### src/rtl/inst_fetch_pkg.sv
// rtl/inst_fetch_pkg.sv - shared widths, fetch FSM encoding and PC helper
package inst_fetch_pkg;

  localparam int XLEN   = 32;
  localparam int INST_W = 32;
  localparam logic [XLEN-1:0] RESET_PC_DEFAULT = 32'h0000_0000;

  typedef enum logic [1:0] {
    ST_IDLE = 2'd0,
    ST_REQ  = 2'd1,
    ST_DROP = 2'd2,
    ST_HALT = 2'd3
  } fetch_state_t;

  function automatic logic [XLEN-1:0] pc_next(input logic [XLEN-1:0] pc);
    return pc + 32'd4;
  endfunction

endpackage

### src/rtl/inst_fetch_buffer.sv
// rtl/inst_fetch_buffer.sv - DEPTH-entry FIFO of {pc, inst}; flush has priority over push/pop
module fetch_buffer
  import inst_fetch_pkg::*;
#(
  parameter int DEPTH = 2,
  parameter int CNT_W = $clog2(DEPTH + 1)
) (
  input  logic              clk,
  input  logic              rst,
  input  logic              push,
  input  logic              pop,
  input  logic              flush,
  input  logic [XLEN-1:0]   push_pc,
  input  logic [INST_W-1:0] push_inst,
  output logic [XLEN-1:0]   head_pc,
  output logic [INST_W-1:0] head_inst,
  output logic              full,
  output logic              empty,
  output logic [CNT_W-1:0]  count
);

  localparam int PTR_W = (DEPTH > 1) ? $clog2(DEPTH) : 1;

  logic [XLEN-1:0]   pc_mem   [DEPTH];
  logic [INST_W-1:0] inst_mem [DEPTH];
  logic [PTR_W-1:0]  rd_ptr;
  logic [PTR_W-1:0]  wr_ptr;
  logic              do_push;
  logic              do_pop;

  assign full    = (count == CNT_W'(DEPTH));
  assign empty   = (count == '0);
  assign do_pop  = pop & ~empty & ~flush;
  assign do_push = push & ~flush & (~full | do_pop);

  assign head_pc   = pc_mem[rd_ptr];
  assign head_inst = inst_mem[rd_ptr];

  always_ff @(posedge clk) begin
    if (rst || flush) begin
      rd_ptr <= '0;
      wr_ptr <= '0;
      count  <= '0;
    end else begin
      if (do_push) wr_ptr <= wr_ptr + 1'b1;
      if (do_pop)  rd_ptr <= rd_ptr + 1'b1;
      count <= count + {{(CNT_W-1){1'b0}}, do_push} - {{(CNT_W-1){1'b0}}, do_pop};
    end
  end

  always_ff @(posedge clk) begin
    if (do_push) begin
      pc_mem[wr_ptr]   <= push_pc;
      inst_mem[wr_ptr] <= push_inst;
    end
  end

endmodule

### src/rtl/inst_fetch.sv
// rtl/inst_fetch.sv - fetch PC, one-outstanding imem req/ack, redirect/drop/halt control
module inst_fetch
  import inst_fetch_pkg::*;
#(
  parameter logic [31:0] RESET_PC = RESET_PC_DEFAULT,
  parameter int          DEPTH    = 2
) (
  input  logic        i_clk,
  input  logic        i_rst,
  output logic        o_imemReq,
  output logic [31:0] o_imemAddr,
  input  logic        i_imemAck,
  input  logic [31:0] i_imemRdata,
  input  logic        i_redirect,
  input  logic [31:0] i_redirectPC,
  output logic        o_instValid,
  input  logic        i_instReady,
  output logic [31:0] o_inst,
  output logic [31:0] o_pc,
  output logic [31:0] o_pcPlus4,
  output logic        o_misaligned
);

  localparam int CNT_W = $clog2(DEPTH + 1);

  fetch_state_t      state, state_nxt;
  logic [XLEN-1:0]   fetch_pc, fetch_pc_nxt;
  logic [XLEN-1:0]   req_addr;
  logic              misaligned;
  logic              redirect_act, mis_redirect;
  logic              push, pop, space_after_push, load_addr;
  logic [XLEN-1:0]   head_pc;
  logic [INST_W-1:0] head_inst;
  logic              full, empty;
  logic [CNT_W-1:0]  count;

  // HALT ignores redirects entirely; only reset leaves it.
  assign redirect_act = i_redirect && (state != ST_HALT);
  assign mis_redirect = redirect_act && (i_redirectPC[1:0] != 2'b00);
  assign push         = (state == ST_REQ) && i_imemAck && !redirect_act;
  assign pop          = !empty && i_instReady && !redirect_act;
  assign space_after_push = pop ? !full : (count < CNT_W'(DEPTH - 1));

  fetch_buffer #(.DEPTH(DEPTH), .CNT_W(CNT_W)) u_buf (
    .clk       (i_clk),
    .rst       (i_rst),
    .push      (push),
    .pop       (pop),
    .flush     (redirect_act),
    .push_pc   (fetch_pc),
    .push_inst (i_imemRdata),
    .head_pc   (head_pc),
    .head_inst (head_inst),
    .full      (full),
    .empty     (empty),
    .count     (count)
  );

  always_comb begin
    state_nxt    = state;
    fetch_pc_nxt = fetch_pc;
    if (redirect_act)  fetch_pc_nxt = i_redirectPC;
    else if (push)     fetch_pc_nxt = pc_next(fetch_pc);

    case (state)
      ST_IDLE: begin
        if (mis_redirect)                 state_nxt = ST_HALT;
        else if (redirect_act)            state_nxt = ST_REQ;
        else if (!full || pop)            state_nxt = ST_REQ;
      end
      ST_REQ: begin
        if (mis_redirect)                 state_nxt = i_imemAck ? ST_HALT : ST_DROP;
        else if (redirect_act)            state_nxt = i_imemAck ? ST_REQ : ST_DROP;
        else if (i_imemAck)               state_nxt = space_after_push ? ST_REQ : ST_IDLE;
      end
      ST_DROP: begin
        if (i_imemAck)                    state_nxt = (misaligned || mis_redirect) ? ST_HALT : ST_REQ;
      end
      ST_HALT: state_nxt = ST_HALT;
      default: state_nxt = ST_IDLE;
    endcase

    // The request address only moves when a fresh request starts.
    load_addr = (state_nxt == ST_REQ) && !((state == ST_REQ) && !i_imemAck);
  end

  always_ff @(posedge i_clk) begin
    if (i_rst) begin
      state      <= ST_IDLE;
      fetch_pc   <= RESET_PC;
      req_addr   <= RESET_PC;
      misaligned <= 1'b0;
    end else begin
      state    <= state_nxt;
      fetch_pc <= fetch_pc_nxt;
      if (load_addr)    req_addr   <= fetch_pc_nxt;
      if (mis_redirect) misaligned <= 1'b1;
    end
  end

  assign o_imemReq    = (state == ST_REQ) || (state == ST_DROP);
  assign o_imemAddr   = req_addr;
  assign o_instValid  = !empty;
  assign o_inst       = empty ? '0 : head_inst;
  assign o_pc         = empty ? '0 : head_pc;
  assign o_pcPlus4    = empty ? '0 : pc_next(head_pc);
  assign o_misaligned = misaligned;

endmodule

### config.mk
export PLATFORM = sky130hd
export DESIGN_NAME = inst_fetch
export DESIGN_NICKNAME = d
export VERILOG_FILES = /design/src/rtl/inst_fetch_pkg.sv /design/src/rtl/inst_fetch_buffer.sv /design/src/rtl/inst_fetch.sv
export SDC_FILE = /design/constraint.sdc
export NUM_CORES = 1
export LEC_CHECK = 0
export ABC_AREA = 1
export ABC_CLOCK_PERIOD_IN_PS = 4400
export CAP_MARGIN = 20
export CORE_ASPECT_RATIO = 1.4
export CORE_MARGIN = 2
export CORE_UTILIZATION = 43
export CTS_BUF_LIST = sky130_fd_sc_hd__clkbuf_16
export DETAILED_ROUTE_END_ITERATION = 7
export PLACE_DENSITY = 0.71
export SYNTH_ARGS = -nofsm -noshare
export SYNTH_HDL_FRONTEND = slang
export SYNTH_SLANG_ARGS = --single-unit
### constraint.sdc
create_clock -name i_clk -period 4.4 [get_ports i_clk]
set_clock_uncertainty 0.15 [all_clocks]
set_input_delay 0.44 -clock i_clk [delete_from_list [all_inputs] [get_ports i_clk]]
set_output_delay 0.44 -clock i_clk [all_outputs]
set_load 0.05 [all_outputs]
==> qor.yml, run 1 <==
route:
  first_pass_iters: 5
  routedWlPerCell_um: 14.6
  vias_per_cell: 4.81
  postRouteAntennaNets: 0
  drc: 0
  wl_um: 25600
  drtIter0Drc: 471
  vias: 8395
setup_path:
  cp_num_buf_inv: 3
  path_common_cell: "nand2_1"
  crit_chain: "inv_2, nand2_1, o21ai_1, nand2_2, nor3_4, nand2_2, nor2_2, nand2_1, nand2_1, nand2_1, inv_1, clkdlybuf4s50_1"
  cpPeakStageDelay_ns: 0.79
  crit_required_ns: 3.81
  cp-start-kind: "flip-flop"
  cpMaxStageDelayCell: "clkdlybuf4s50_1"
  worstPathMaxFanout: 31
  cp_top_family: "buffers and inverters"
  cp-end-kind: "output pin"
  crit_arrival_ns: 3.39
  critPathKind: "reg -> out"
final_layout:
  antennaDiodeCount: 0
  fin_nets: 1509
  area_growth_pct: 28.8
  fin_area_um2: 12700
  layout_commonest_cell: "nand2_1"
  final_cell_mix: "nand2_1 (389), nor2_1 (210), clkdlybuf4s50_1 (189)"
  drive_gt1_share_pct: 6.85
sta:
  finalCritPeriodShare_pct: 90.4
  max_freq_ghz: 0.251
  slew_viol_final: 0
  setup-tns-final_ns: 0
  rsz0062_at_grt: "no"
  tightest_slew_ns: 0.918
  min_period_ns: 3.98
  max_slew_margin_pct: 38.8
  finalHoldViolCount: 0
  setup_violations: 0
synthesis:
  synth_edf_count: 128
  synth_seq_area_share_pct: 53.5
  synth.distinct_cells: 39
  synth-main-ff-cell: "edfxtp_1"
  syn_area_per_cell_um2: 7.91
  synth-seq-cells: 200
  syn_area_um2: 9880
  synth_area_leaders: "edfxtp_1 (39%), nand2_1 (15%), dfxtp_1 (15%)"
  async_reset_ff_share_pct: 0
  yosysWarningCount: 0
  synth_top_area_share_pct: 38.9
  synth_area_leader_cell: "edfxtp_1"
  syn_inst: 1249
  syn_nets: 1326
hold_path:
  hp-class: "reg -> reg"
global_routing:
  grt.total_usage_pct: 21.3
  grt_overflow: 0
  grt_pass1_vias: 8278
  grt_start_max_net_pins: 76
  antenna_found_initial: 0
  grt_pass1_wl_um: 41100
placement:
  port-buffer-count: 199
  place_congestion: 0.957
  place_area_um2: 12100
  hpwl_um: 18900
clock_tree:
  cts_buffers: 17
  cts_tree: "yes"
  cts_buffer_depth: 2
  postCtsResizedCells: 0
  clock_latency_ns: 0.45
  h-tree-depth: 4
  post_cts_buffers: 0
  clk_pin_slew_ns: 0.07
  clock_sinks: 200
  holdBufCountCts: 0
  cts_root_buffer: "clkbuf_16"
power_and_ir_drop:
  p_per_area_nw_per_um2: 452
  design_power_total_uw: 5750
  peakVddDrop_v: 0.000315
  power.leakage_uw: 0.00498
floorplan:
  ios: 200
  dieArea_um2: 24200
  die_x_um: 132
  rows: 65
  start_util_pct: 43.8
  core_area_um2: 22500
  die_h_um: 183
status:
  status: "complete, no violations"
flow_run:
  cap_violations: 0
stage by stage:
step / worst slack (ns) / instances / util, % / hold WS, ns
2_1_floorplan: 0.992 / 1249 / - / 0.276
3_3_place_gp: 0.939 / 1714 / 53.9 / 0.300
3_5_place_dp: 0.898 / 1714 / 53.9 / 0.311
4_1_cts: 0.381 / 1746 / 56.5 / 0.329
5_1_grt: 0.127 / 1746 / 56.5 / 0.343
6_report: 0.421 / 1746 / 56.5 / 0.327
where the power goes:
| part | internal [uW] | switching (uW) |
|---|---|---|
| registers | 2230 | 138 |
| clock network | 758 | 749 |
| logic | 598 | 1280 |
| total | 3580 | 2170 |
cells in the mapped netlist (all sizes together), types with 9 or more instances:
cell type and n:
a21oi 76, buf 21, clkbuf 26, dfxtp 72, edfxtp 128, inv 134, nand2 395, nand3 52
nand3b 10, nor2 220, nor3 9, o21ai 45, or2 13, xor2 9
metal layers:
layer	wire length [um]	global-route usage, %
met2	12800	38.2
met5	0	0
met3	1260	3.62
met4	629	8.57
met1	10900	25.3
path summary, 6_finish.rpt:
| kind | start | to | slack, ns | cells past startpoint |
|---|---|---|---|---|
| worst min register to register | fetch_pc[1]$_SDFF_PP0_ | u_buf.pc_mem[1][1]$_DFFE_PP_ | 0.33 | 0 |
| worst min-delay path | fetch_pc[1]$_SDFF_PP0_ | u_buf.pc_mem[1][1]$_DFFE_PP_ | 0.33 | 0 |
| worst max register to register | u_buf.count[0]$_SDFF_PP0_ | u_buf.inst_mem[1][17]$_DFFE_PP_ | 1.64 | 9 |
| worst max-delay path | flip-flop | o_pcPlus4[21] | 0.42 | 12 |
state kept, by name, indices dropped and copies added (netlist names), named ones only:
signal          cells
o_imemAddr         32
u_buf.count         2
fetch_pc           32
o_misaligned        1
state               2
u_buf.wr_ptr        1
u_buf.pc_mem       64
u_buf.inst_mem     64
u_buf.rd_ptr        1
worst reg2reg max path, cell delays in order, from the launching register on:
cell and delay (ns):
dfxtp_1 0.36, inv_1 0.07, nand2_1 0.38, nand3_1 0.27, nand2_1 0.16, inv_1 0.05, nor2_1 0.18, inv_1 0.14
nor2_4 0.28, buf_12 0.34
cells by family after synthesis:
family	synth area share [%]
buf+inv	7.40
compound gates	7.08
xor+xnor	1.24
fa+ha+maj	1.01
flops	53.5
mux	0.203
simple gates	29.6
final cells by class:
cell class | instances | area (um^2)
well taps | 301 | 377
repair buffers | 211 | 2090
multi-input cells | 868 | 3880
flip-flops and latches | 200 | 5290
fillers | 2140 | 9800
clock inverters | 15 | 160
clock buffers | 17 | 425
inverters | 134 | 503
(Power assumes the default switching activity.)
==> inputs of run 2 (changes only) <==
--- a/config.mk
+++ b/config.mk
@@ -8,7 +8,7 @@
 export ABC_AREA = 1
 export ABC_CLOCK_PERIOD_IN_PS = 4400
 export CAP_MARGIN = 20
-export CORE_ASPECT_RATIO = 1.4
+export CORE_ASPECT_RATIO = 1.1
 export CORE_MARGIN = 2
 export CORE_UTILIZATION = 43
 export CTS_BUF_LIST = sky130_fd_sc_hd__clkbuf_16
==> qor.yml, run 2 (synthesized netlist as in run 1, its figures left out) <==
final_layout:
  antennaDiodeCount: 0
  fin_nets: 1512
  area_growth_pct: 29.4
  drive_gt1_share_pct: 7.67
  fin_area_um2: 12800
  final_cell_mix: "nand2_1 (389), nor2_1 (210), clkdlybuf4s50_1 (180)"
  layout_top_registers: "u_buf.inst_mem x64, u_buf.pc_mem x64"
  layout_commonest_cell: "nand2_1"
power_and_ir_drop:
  intPower_uw: 3620
  combinationalPowerShare_pct: 32.3
  p_per_area_nw_per_um2: 459
  power.leakage_uw: 0.00505
  pwr-share-clk_pct: 27.3
  seq_power_share_pct: 40.4
  power.net_switching_uw: 2250
  netSwitchingFraction_pct: 38.4
  peakVddDrop_v: 0.000397
route:
  wl_um: 25900
  routedWlPerCell_um: 14.8
  vias_per_cell: 4.88
  postRouteAntennaNets: 0
  drc: 0
  dr_wl_met3_um: 1720
  wl_met2_um: 11600
  dr.max_layer_used: "met4"
  vias: 8527
  first_pass_iters: 6
  wl_met1_um: 12100
  drtIter0Drc: 582
setup_path:
  reg2reg_from: "state[0]$_SDFF_PP0_"
  r2r_setup_slack_ns: 1.28
  rr_worst_depth: 11
  crit_chain: "inv_2, buf_4, nand2_1, o21ai_2, inv_2, nor2_2, nand2_1, nor2_1, nand3_1, xor2_1, nor2_1, clkdlybuf4s50_1"
  cp-start-kind: "flip-flop"
  cpMaxStageDelayCell: "clkdlybuf4s50_1"
  cp-end-kind: "output pin"
  cpPeakStageDelay_ns: 0.81
  r2r_end: "o_imemAddr[18]$_SDFFE_PP0P_"
  critPathKind: "reg -> out"
  worstPathMaxFanout: 35
  crit_arrival_ns: 3.44
  crit_required_ns: 3.81
global_routing:
  grt_pass1_vias: 7985
  grt.total_usage_pct: 21.5
  grt_pass1_wl_um: 41200
  antenna_found_initial: 0
  grt_overflow: 0
  grt_start_max_net_pins: 47
clock_tree:
  clock_sinks: 200
  postCtsResizedCells: 0
  cts_root_buffer: "clkbuf_16"
  holdBufCountCts: 0
  cts_buffers: 17
  post_cts_buffers: 0
  h-tree-depth: 4
  clock_latency_ns: 0.44
  cts_tree: "yes"
  clk_pin_slew_ns: 0.08
  cts_buffer_depth: 2
flow_run:
  cap_violations: 0
sta:
  max_slew_margin_pct: 35.1
  fin_ws_ns: 0.371
  finalHoldViolCount: 0
  max_freq_ghz: 0.248
  setup-tns-final_ns: 0
  rsz0062_at_grt: "no"
  tightest_slew_ns: 0.971
  min_period_ns: 4.03
  setup_violations: 0
  slew_viol_final: 0
  finalCritPeriodShare_pct: 91.6
status:
  status: "complete, no violations"
placement:
  pre_cts_ws_ns: 0.794
  place_congestion: 0.903
  hpwl_um: 19100
  place_area_um2: 12200
  port-buffer-count: 199
floorplan:
  rows: 58
  die_h_um: 163
  die_x_um: 149
  ios: 200
  start_util_pct: 43.5
  core_area_um2: 22700
  dieArea_um2: 24200
hold_path:
  min_path_cells: 0
  hp-start: "fetch_pc[1]$_SDFF_PP0_"
  whs_endpoint: "u_buf.pc_mem[1][1]$_DFFE_PP_"
  hp-class: "reg -> reg"
==> run 2: changes by cell type in the layout (fill, tap and decap cells not counted), sizes merged <==
cell           before  now
inv               140  145
clkinvlp            1    0
clkinv              8    4
clkdlybuf4s50     189  180
buf                22   34
==> run 2: metrics by stage <==
stage	std cells	total power, uW	utilization, %	hold WS, ns
finish	1748	5870	56.3	0.327
global route	1748	6150	56.3	0.356
CTS	1748	5900	56.3	0.335
detailed placement	1716	4300	53.5	0.313
global placement	1716	4280	53.5	0.293
floorplan	1249	3710	-	0.276
==> run 2: critical path: cells and delay by family, from the launching register on <==
kind                      cells  cell delay [ns]
and+or+nand+nor               6             0.66
xor gates and xnor gates      1             0.16
DFF                           1             0.47
AOI/OAI and AO/OA             1             0.11
buffers and inverters         4             1.60
==> run 2: worst max path at each step <==
| stage | endpoint | slack (ns) | cells after the start |
|---|---|---|---|
| after CTS | o_pcPlus4[23] | 0.31 | 12 |
| after global placement | o_pcPlus4[23] | 0.84 | 12 |
| after floorplan | u_buf.inst_mem[1][0]$_DFFE_PP_ | 0.99 | 9 |
| final | o_pcPlus4[23] | 0.37 | 12 |
| after detailed placement | o_pcPlus4[23] | 0.79 | 12 |
| after global routing | o_pcPlus4[23] | 0.06 | 12 |
==> run 2: metal layers <==
| layer | track usage, % | vias up |
|---|---|---|
| met3 | 3.45 | 31 |
| li1 | - | 4360 |
| met5 | 0 | - |
| met2 | 33.9 | 303 |
| met1 | 30.7 | 3833 |
| met4 | 5.84 | 0 |
==> run 2: layout make-up <==
type / count / area [um^2]
clock buffers: 17 / 425
clock inverters: 15 / 196
fillers: 2052 / 9930
inverters: 134 / 503
multi-input cells: 868 / 3880
flip-flops and latches: 200 / 5290
well taps: 300 / 375
repair buffers: 214 / 2120
==> run 2: power by group through the flow <==
stage | Combinational, uW | Clock (uW) | Sequential, uW
after global placement | 1870 | 0 | 2410
after global routing | 2060 | 1690 | 2400
final | 1890 | 1600 | 2380
after detailed placement | 1890 | 0 | 2410
after CTS | 1900 | 1630 | 2370
after floorplan | 931 | 0 | 2780
